## config.mk

```make
export PLATFORM = sky130hd
export DESIGN_NAME = mdu_arbiter_flat
export DESIGN_NICKNAME = d
export VERILOG_FILES = /design/src/rtl/mdu_arbiter_if.sv /design/src/rtl/mdu_arbiter.sv /design/src/flat_wrapper.sv
export SDC_FILE = /design/constraint.sdc
export NUM_CORES = 1
export LEC_CHECK = 0
export CAP_MARGIN = 20
export CORE_AREA = 2 2 158 160
export CTS_CLUSTER_SIZE = 40
export DETAILED_ROUTE_END_ITERATION = 10
export DIE_AREA = 0 0 160 162
export PLACE_DENSITY = 0.66
export SLEW_MARGIN = 0
export SYNTH_ARGS = -nofsm -noshare
export SYNTH_HDL_FRONTEND = slang
export SYNTH_SLANG_ARGS = --single-unit
```

## constraint.sdc

```tcl
create_clock -name clk -period 4 [get_ports clk]
set_clock_uncertainty 0.15 [all_clocks]
set_input_delay 0.8 -clock clk [delete_from_list [all_inputs] [get_ports clk]]
set_output_delay 0.8 -clock clk [all_outputs]
set_load 0.02 [all_outputs]
```

## src/rtl/mdu_arbiter_if.sv

```systemverilog
// Pipe-side request/stall and unit-side op/done/result signals of the shared mult/div sequencer.
interface mdu_arbiter_if;
   logic        flush;
   logic        req0;
   logic        req1;
   logic [1:0]  op0;
   logic [1:0]  op1;
   logic        is_div0;
   logic        is_div1;
   logic [31:0] a0;
   logic [31:0] b0;
   logic [31:0] a1;
   logic [31:0] b1;
   logic        hilo_rd0;
   logic        hilo_rd1;
   logic        grant0;
   logic        grant1;
   logic        stall0;
   logic        stall1;
   logic [1:0]  mult_op;
   logic [1:0]  div_op;
   logic [31:0] unit_a;
   logic [31:0] unit_b;
   logic        mult_done;
   logic        div_done;
   logic [63:0] mult_res;
   logic [63:0] div_res;
   logic        hilo_we;
   logic [63:0] hilo_wdata;
   logic        busy;
   logic        timeout_err;

   modport master (
      output flush, req0, req1, op0, op1, is_div0, is_div1, a0, b0, a1, b1,
             hilo_rd0, hilo_rd1, mult_done, div_done, mult_res, div_res,
      input  grant0, grant1, stall0, stall1, mult_op, div_op, unit_a, unit_b,
             hilo_we, hilo_wdata, busy, timeout_err
   );

   modport slave (
      input  flush, req0, req1, op0, op1, is_div0, is_div1, a0, b0, a1, b1,
             hilo_rd0, hilo_rd1, mult_done, div_done, mult_res, div_res,
      output grant0, grant1, stall0, stall1, mult_op, div_op, unit_a, unit_b,
             hilo_we, hilo_wdata, busy, timeout_err
   );
endinterface

```

## src/rtl/mdu_arbiter.sv

```systemverilog
// Two-pipe sequencer for the shared mult/div unit: grant, issue pulse, wait for done edge, commit HI/LO.
// MDU_RR_ARB_EN selects round-robin arbitration; otherwise pipe 0 has fixed priority.
module mdu_arbiter #(
   parameter int unsigned TIMEOUT = 64
) (
   input  logic         clk,
   input  logic         rst,
   mdu_arbiter_if.slave bus
);
   localparam logic [1:0] S_IDLE   = 2'd0;
   localparam logic [1:0] S_ISSUE  = 2'd1;
   localparam logic [1:0] S_WAIT   = 2'd2;
   localparam logic [1:0] S_COMMIT = 2'd3;

   localparam int unsigned CW = (TIMEOUT < 2) ? 1 : $clog2(TIMEOUT);
   localparam logic [CW-1:0] CNT_LAST = CW'(TIMEOUT - 1);

   logic [1:0]    state_q, state_d;
   logic [1:0]    op_q, op_d;
   logic          is_div_q, is_div_d;
   logic [31:0]   a_q, a_d;
   logic [31:0]   b_q, b_d;
   logic          kill_q, kill_d;
   logic [CW-1:0] cnt_q, cnt_d;
   logic [1:0]    mult_op_q, mult_op_d;
   logic [1:0]    div_op_q, div_op_d;
   logic          hilo_we_q, hilo_we_d;
   logic [63:0]   hilo_wdata_q, hilo_wdata_d;
   logic          timeout_err_q, timeout_err_d;
   logic          mult_done_prev_q;
   logic          div_done_prev_q;

   logic          can_grant;
   logic          pick1;
   logic          grant0;
   logic          grant1;
   logic          done_rise;
   logic [1:0]    sel_op;
   logic          sel_div;

   // A flush or reset in the same IDLE cycle suppresses any grant.
   assign can_grant = (state_q == S_IDLE) && !bus.flush && !rst;

`ifdef MDU_RR_ARB_EN
   logic rr_ptr_q;

   assign pick1 = bus.req1 & (~bus.req0 | rr_ptr_q);

   always_ff @(posedge clk) begin
      if (rst) begin
         rr_ptr_q <= 1'b0;
      end else if (grant0) begin
         rr_ptr_q <= 1'b1;
      end else if (grant1) begin
         rr_ptr_q <= 1'b0;
      end
   end
`else
   assign pick1 = bus.req1 & ~bus.req0;
`endif

   assign grant1 = can_grant & pick1;
   assign grant0 = can_grant & bus.req0 & ~pick1;

   assign sel_op  = grant1 ? bus.op1 : bus.op0;
   assign sel_div = grant1 ? bus.is_div1 : bus.is_div0;

   // Only a 0->1 edge of the selected unit's done counts; a level left high is ignored.
   assign done_rise = is_div_q ? (bus.div_done & ~div_done_prev_q)
                               : (bus.mult_done & ~mult_done_prev_q);

   always_comb begin
      state_d       = state_q;
      op_d          = op_q;
      is_div_d      = is_div_q;
      a_d           = a_q;
      b_d           = b_q;
      kill_d        = kill_q;
      cnt_d         = cnt_q;
      mult_op_d     = 2'b00;
      div_op_d      = 2'b00;
      hilo_we_d     = 1'b0;
      hilo_wdata_d  = hilo_wdata_q;
      timeout_err_d = timeout_err_q;
      case (state_q)
         S_IDLE: begin
            if (grant0 || grant1) begin
               op_d     = sel_op;
               is_div_d = sel_div;
               a_d      = grant1 ? bus.a1 : bus.a0;
               b_d      = grant1 ? bus.b1 : bus.b0;
               kill_d   = 1'b0;
               if (sel_div) begin
                  div_op_d = sel_op;
               end else begin
                  mult_op_d = sel_op;
               end
               state_d = S_ISSUE;
            end
         end
         S_ISSUE: begin
            kill_d  = kill_q | bus.flush;
            cnt_d   = '0;
            state_d = S_WAIT;
         end
         S_WAIT: begin
            kill_d = kill_q | bus.flush;
            if (done_rise) begin
               hilo_we_d    = ~(kill_q | bus.flush);
               hilo_wdata_d = is_div_q ? bus.div_res : bus.mult_res;
               state_d      = S_COMMIT;
            end else if (cnt_q == CNT_LAST) begin
               timeout_err_d = 1'b1;
               kill_d        = 1'b0;
               state_d       = S_IDLE;
            end else begin
               cnt_d = cnt_q + CW'(1);
            end
         end
         default: begin
            kill_d  = 1'b0;
            state_d = S_IDLE;
         end
      endcase
   end

   always_ff @(posedge clk) begin
      if (rst) begin
         state_q          <= S_IDLE;
         op_q             <= 2'b00;
         is_div_q         <= 1'b0;
         a_q              <= '0;
         b_q              <= '0;
         kill_q           <= 1'b0;
         cnt_q            <= '0;
         mult_op_q        <= 2'b00;
         div_op_q         <= 2'b00;
         hilo_we_q        <= 1'b0;
         hilo_wdata_q     <= '0;
         timeout_err_q    <= 1'b0;
         mult_done_prev_q <= 1'b1;
         div_done_prev_q  <= 1'b1;
      end else begin
         state_q          <= state_d;
         op_q             <= op_d;
         is_div_q         <= is_div_d;
         a_q              <= a_d;
         b_q              <= b_d;
         kill_q           <= kill_d;
         cnt_q            <= cnt_d;
         mult_op_q        <= mult_op_d;
         div_op_q         <= div_op_d;
         hilo_we_q        <= hilo_we_d;
         hilo_wdata_q     <= hilo_wdata_d;
         timeout_err_q    <= timeout_err_d;
         mult_done_prev_q <= bus.mult_done;
         div_done_prev_q  <= bus.div_done;
      end
   end

   assign bus.grant0      = grant0;
   assign bus.grant1      = grant1;
   assign bus.busy        = (state_q != S_IDLE);
   assign bus.stall0      = (bus.req0 & ~grant0) | (bus.hilo_rd0 & bus.busy);
   assign bus.stall1      = (bus.req1 & ~grant1) | (bus.hilo_rd1 & bus.busy);
   assign bus.mult_op     = mult_op_q;
   assign bus.div_op      = div_op_q;
   assign bus.unit_a      = a_q;
   assign bus.unit_b      = b_q;
   assign bus.hilo_we     = hilo_we_q;
   assign bus.hilo_wdata  = hilo_wdata_q;
   assign bus.timeout_err = timeout_err_q;
endmodule

```

## src/flat_wrapper.sv

```systemverilog
// flat-port wrapper written by rule: the top's interface ports become plain ports
module mdu_arbiter_flat 
#(
   parameter int unsigned TIMEOUT = 64
)
  (clk, rst, bus_flush, bus_req0, bus_req1, bus_op0, bus_op1, bus_is_div0, bus_is_div1, bus_a0, bus_b0, bus_a1, bus_b1, bus_hilo_rd0, bus_hilo_rd1, bus_mult_done, bus_div_done, bus_mult_res, bus_div_res, bus_grant0, bus_grant1, bus_stall0, bus_stall1, bus_mult_op, bus_div_op, bus_unit_a, bus_unit_b, bus_hilo_we, bus_hilo_wdata, bus_busy, bus_timeout_err);
  mdu_arbiter_if bus_i ();
  input  logic clk;
  input  logic rst;
  input wire logic [$bits(bus_i.flush)-1:0] bus_flush;
  input wire logic [$bits(bus_i.req0)-1:0] bus_req0;
  input wire logic [$bits(bus_i.req1)-1:0] bus_req1;
  input wire logic [$bits(bus_i.op0)-1:0] bus_op0;
  input wire logic [$bits(bus_i.op1)-1:0] bus_op1;
  input wire logic [$bits(bus_i.is_div0)-1:0] bus_is_div0;
  input wire logic [$bits(bus_i.is_div1)-1:0] bus_is_div1;
  input wire logic [$bits(bus_i.a0)-1:0] bus_a0;
  input wire logic [$bits(bus_i.b0)-1:0] bus_b0;
  input wire logic [$bits(bus_i.a1)-1:0] bus_a1;
  input wire logic [$bits(bus_i.b1)-1:0] bus_b1;
  input wire logic [$bits(bus_i.hilo_rd0)-1:0] bus_hilo_rd0;
  input wire logic [$bits(bus_i.hilo_rd1)-1:0] bus_hilo_rd1;
  input wire logic [$bits(bus_i.mult_done)-1:0] bus_mult_done;
  input wire logic [$bits(bus_i.div_done)-1:0] bus_div_done;
  input wire logic [$bits(bus_i.mult_res)-1:0] bus_mult_res;
  input wire logic [$bits(bus_i.div_res)-1:0] bus_div_res;
  output wire logic [$bits(bus_i.grant0)-1:0] bus_grant0;
  output wire logic [$bits(bus_i.grant1)-1:0] bus_grant1;
  output wire logic [$bits(bus_i.stall0)-1:0] bus_stall0;
  output wire logic [$bits(bus_i.stall1)-1:0] bus_stall1;
  output wire logic [$bits(bus_i.mult_op)-1:0] bus_mult_op;
  output wire logic [$bits(bus_i.div_op)-1:0] bus_div_op;
  output wire logic [$bits(bus_i.unit_a)-1:0] bus_unit_a;
  output wire logic [$bits(bus_i.unit_b)-1:0] bus_unit_b;
  output wire logic [$bits(bus_i.hilo_we)-1:0] bus_hilo_we;
  output wire logic [$bits(bus_i.hilo_wdata)-1:0] bus_hilo_wdata;
  output wire logic [$bits(bus_i.busy)-1:0] bus_busy;
  output wire logic [$bits(bus_i.timeout_err)-1:0] bus_timeout_err;
  assign bus_i.flush = bus_flush;
  assign bus_i.req0 = bus_req0;
  assign bus_i.req1 = bus_req1;
  assign bus_i.op0 = bus_op0;
  assign bus_i.op1 = bus_op1;
  assign bus_i.is_div0 = bus_is_div0;
  assign bus_i.is_div1 = bus_is_div1;
  assign bus_i.a0 = bus_a0;
  assign bus_i.b0 = bus_b0;
  assign bus_i.a1 = bus_a1;
  assign bus_i.b1 = bus_b1;
  assign bus_i.hilo_rd0 = bus_hilo_rd0;
  assign bus_i.hilo_rd1 = bus_hilo_rd1;
  assign bus_i.mult_done = bus_mult_done;
  assign bus_i.div_done = bus_div_done;
  assign bus_i.mult_res = bus_mult_res;
  assign bus_i.div_res = bus_div_res;
  assign bus_grant0 = bus_i.grant0;
  assign bus_grant1 = bus_i.grant1;
  assign bus_stall0 = bus_i.stall0;
  assign bus_stall1 = bus_i.stall1;
  assign bus_mult_op = bus_i.mult_op;
  assign bus_div_op = bus_i.div_op;
  assign bus_unit_a = bus_i.unit_a;
  assign bus_unit_b = bus_i.unit_b;
  assign bus_hilo_we = bus_i.hilo_we;
  assign bus_hilo_wdata = bus_i.hilo_wdata;
  assign bus_busy = bus_i.busy;
  assign bus_timeout_err = bus_i.timeout_err;
  mdu_arbiter #(.TIMEOUT(TIMEOUT)) u_core (.clk(clk), .rst(rst), .bus(bus_i));
endmodule
```

# [After elaboration in Yosys (flattened, before gate mapping)]
# Cells that the tools add are included.
[op_classes] addsub=1 n_eq_ne=7 n_mux=17 bitwise_logic=25 n_reduce_logical=16
[ops] operator="$mux W32" n=2
[ops] operator="$mux W64" n=1
[ops] operator="$mux W6" n=2
[ops] operator="$not A1 Y1" n=12
[ops] operator="$pmux W6 S2" n=1
[ops] operator="$and A1 B1 Y1" n=10
[ops] operator="$mux W2" n=4
[ops] operator="$reduce_or A4 Y1" n=2
[ops] operator="$add A6 B1 Y6 const B" n=1
[ops] operator="$eq A6 B6 Y1 const B" n=1
[ops] operator="$ne A2 B2 Y1 const B" n=3
[ops] operator="$pmux W2 S3" n=1
[ops] operator="$reduce_and A2 Y1" n=3
[ops] operator="$reduce_and A3 Y1" n=2
[ops] operator="$mux W1" n=5
[ops] operator="$reduce_bool A2 Y1" n=2
[ops] operator="$ne A3 B1 Y1 const B" n=1
[ops] operator="$or A1 B1 Y1" n=3
[ops] operator="$pmux W1 S3" n=1
[ops] operator="$reduce_or A3 Y1" n=1
[ops] operator="$eq A2 B1 Y1 const B" n=1
[ops] operator="$eq A2 B2 Y1 const B" n=1
[ops] operator="$logic_and A1 B1 Y1" n=2
[ops] operator="$logic_not A1 Y1" n=2
[ops] operator="2 further kinds" n=2
[totals] register_bits=146 inputBits=271 out_inout_bits=139 wordCells=79

# [Logic depth before layout (Yosys ltp)]
[depth] ltp_word=8 ltp_mapped=9 depth_no_buf=7

# [Worst setup path after synthesis]
# No wires, ideal clock.
[synth_path] path_type="input -> output" from="input port rst" to="output port bus_stall1" arrival_time_ns=1.861 required_ns=3.050 path_slack_ns=1.189 path_stages=6 path_buffers=3 path_cell_list="buf_4 > nor3b_4 > nand3b_1 > buf_4 > clkbuf_1 > a22o_1"
[synth_between] elab_chain_cells=6
[synth_lines] element="start: declaration" line="flat_wrapper.sv:9" source="input logic rst;"
[synth_lines] element="$logic_not A1 Y1" line="mdu_arbiter.sv:42" source="assign can_grant = (state_q == S_IDLE) && !bus.flush && !rst;"
[synth_lines] element="$logic_and A1 B1 Y1" line="mdu_arbiter.sv:42"
[synth_lines] element="$and A1 B1 Y1" line="mdu_arbiter.sv:62" source="assign grant1 = can_grant & pick1;"
[synth_lines] element="$not A1 Y1" line="mdu_arbiter.sv:165" source="assign bus.stall1 = (bus.req1 & ~grant1) | (bus.hilo_rd1 & bus.busy);"
[synth_lines] element="$and A1 B1 Y1" line="mdu_arbiter.sv:165"
[synth_lines] element="$or A1 B1 Y1" line="mdu_arbiter.sv:165"
[synth_lines] element="end: declaration" line="flat_wrapper.sv:30" source="output wire logic [$bits(bus_i.stall1)-1:0] bus_stall1;"
# No other way between the ends.

# [Final worst setup path]
[layout_path] from="input port bus_flush" to="output port bus_stall1"
[layout_between] elab_chain_cells=7
[layout_lines] element="start: declaration" line="flat_wrapper.sv:10" source="input wire logic [$bits(bus_i.flush)-1:0] bus_flush;"
[layout_lines] element="$logic_not A1 Y1" line="mdu_arbiter.sv:42"
[layout_lines] element="$logic_and A1 B1 Y1 (2 in a row)" line="mdu_arbiter.sv:42"
[layout_lines] element="$and A1 B1 Y1" line="mdu_arbiter.sv:62"
[layout_lines] element="$not A1 Y1" line="mdu_arbiter.sv:165"
[layout_lines] element="$and A1 B1 Y1" line="mdu_arbiter.sv:165"
[layout_lines] element="$or A1 B1 Y1" line="mdu_arbiter.sv:165"
# No other way between the ends.

==> impl_metrics.ini <==
[status]
status = completed

[routing]
ant_nets = 0
drc_errors = 0
routed-via-count = 6809
drt-pass1-iter-count = 4
wl_per_cell_um = 17.0
avgViaCountPerCell = 4.65
drt_iter0_markers = 321
wl_um = 24900

[die]
rows = 57
die_area_um2 = 25900
io_pins = 410
start_util = 0.284
fp.dieW_um = 160
die_h_um = 162
placeableCoreArea_um2 = 24100

[layout]
nets = 1402
syn_to_final_growth_pct = 70.8
n_fill_cell = 2328
final_cell_area_um2 = 11700
layout.cells.non_filler = 1464
fin_util = 0.485
drive_gt1_frac = 0.0869

[setup_path]
critPathKind = in -> out
rrSetupSlack_ns = 1.27
crit_end = bus_stall1
cp_max_fo = 5
crit_required_ns = 3.05
crit_arrival_ns = 2.77
worstSetupEndpointType = output pin
reg2regPathDepth = 8
critPathLaunchType = input pin
r2r-start = u_core.state_q[0]
timing.rr.end = u_core.bus.unit_a[8]
cp-startpoint = bus_flush

[clock_tree]
htree_levels = 4
clkLatencyLatePin_ns = 0.41
cts_tree = yes
cts_resized = 0
cts_buffers = 17
path_clk_slew_ns = 0.06
clock_sinks = 146
cts-root-buf = clkbuf_16
postCtsSetupBuffers = 0
hold_buffers = 0
clock_path_buffers = 2

[synthesis]
synth_flop_cell = dfxtp_1
synth_most_common_cell = dfxtp_1
syn-cell-area_um2 = 6840
synth-seq-cells = 146
syn_nets = 1028
syn_avg_cell_area_um2 = 9.10
synth_top_cell_by_area = dfxtp_1
synth_cell_types = 43
synth_common_cells = dfxtp_1 (146), nor2_1 (135), nand2_1 (132)
synth.top_cell.area_share = 0.427
synth_edf_count = 0
yosys_warnings = 0
synth_area_leaders = dfxtp_1 (43%), mux2i_1 (9.5%), a311oi_2 (8.8%)
synth_cells = 752
synth_seq_area_share = 0.427
async_reset_ff_frac = 0

[min_path]
holdPathStages = 1
hold_path_class = reg -> reg

[placed_design]
dp_hpwl_um = 18600
dpl.cell_count = 1431
place.gp.congestion = 0.796
io_buffers = 409
placed_area_um2 = 11100

[power]
powerDensity_nw_per_um2 = 399
leakage_nw = 3.96
worst_ir_drop_vdd_mv = 0.236
total_power_mw = 4.66

[global_routing]
grt_overflow = 0
grt_pass1_wl_um = 37300
grt_usage = 0.185
grt_antenna_before_repair = 2
grt_pass1_vias = 6629
grt_max_degree = 90

[sta]
finalCritPeriodShare = 0.931
hold_viol = 0
setup_viol = 0
slew_viol_final = 0
relSlewSlack = 0.340
rsz0062_at_grt = no
worstMarginPinSlew_ns = 0.990
max_freq_mhz = 269
setup_tns_ns = 0
min_period_ns = 3.72

[flow_run]
drv_cap = 0
[layer usage]
metal	wire, um	global-route usage
met5	13	0
met1	10100	0.210
met2	12100	0.321
met3	2270	0.0712
met4	433	0.0618
[metrics by stage]
step                hold WS [ns]  setup slack, ns
detailed placement         0.283            0.314
CTS                        0.292            0.306
global placement           0.272            0.333
floorplan                  0.254             1.19
finish                     0.290            0.277
global route               0.322            0.183
[layout make-up]
class                   instances  area, um2  share of cell area
clock inverters                12        120              0.0103
multi-input cells             531       3510               0.301
well taps                     324        405              0.0347
clock buffers                  20        457              0.0391
diodes                          1       2.50            0.000214
inverters                       7       31.3             0.00268
flip-flops and latches        146       2930               0.251
repair buffers                423       4230               0.362
[power by group]
part,switching [mW],total [mW],internal (mW)
sequential,0.0920,1.68,1.58
combinational,0.680,1.40,0.723
clock,0.682,1.58,0.903
[how the worst min path moves through the flow]
stage	startpoint	endpoint	slack (ns)
after global placement	u_core.kill_q	u_core.bus.hilo_we	0.27
after detailed placement	u_core.kill_q	u_core.bus.hilo_we	0.28
after floorplan	u_core.kill_q	u_core.bus.hilo_we	0.25
after CTS	u_core.kill_q	u_core.bus.hilo_we	0.29
after global routing	u_core.kill_q	u_core.bus.hilo_we	0.32
final	u_core.kill_q	u_core.bus.hilo_we	0.29
[sequential cells by signal, indices dropped and copies added (netlist names), 2 cells and up]
register,flops
u_core.cnt_q,6
u_core.bus.unit_a,32
u_core.state_q,2
u_core.bus.hilo_wdata,64
u_core.bus.unit_b,32
u_core.bus.div_op,2
u_core.bus.mult_op,2
[cell usage in the layout (no fill, tap or decap), types with 5 or more instances in the layout]
cell             count
nand3_1              7
clkbuf_16           17
buf_4               12
nand2_1            131
a211oi_1            65
nor2_1             135
dfxtp_1            145
nand3b_1             5
clkdlybuf4s50_1    408
inv_6                6
a21oi_1             10
inv_1                6
mux2i_1             65
ha_1                 5
a311oi_2            40
a311oi_1            26
[kinds of logic after synthesis]
logic type / synth area share
buffers and inverters: 0.0605
DFF: 0.427
muxes: 0.0968
and+or+nand+nor: 0.187
AOI/OAI and AO/OA: 0.219
adders and majority gates: 0.00915
[worst max-delay path: stages]
cell and delay [ns]:
clkdlybuf4s50_1 0.52, nor3b_4 0.39, nand3b_1 0.28, a22o_1 0.25
clkdlybuf4s50_1 0.54
(Power assumes the default switching activity.)
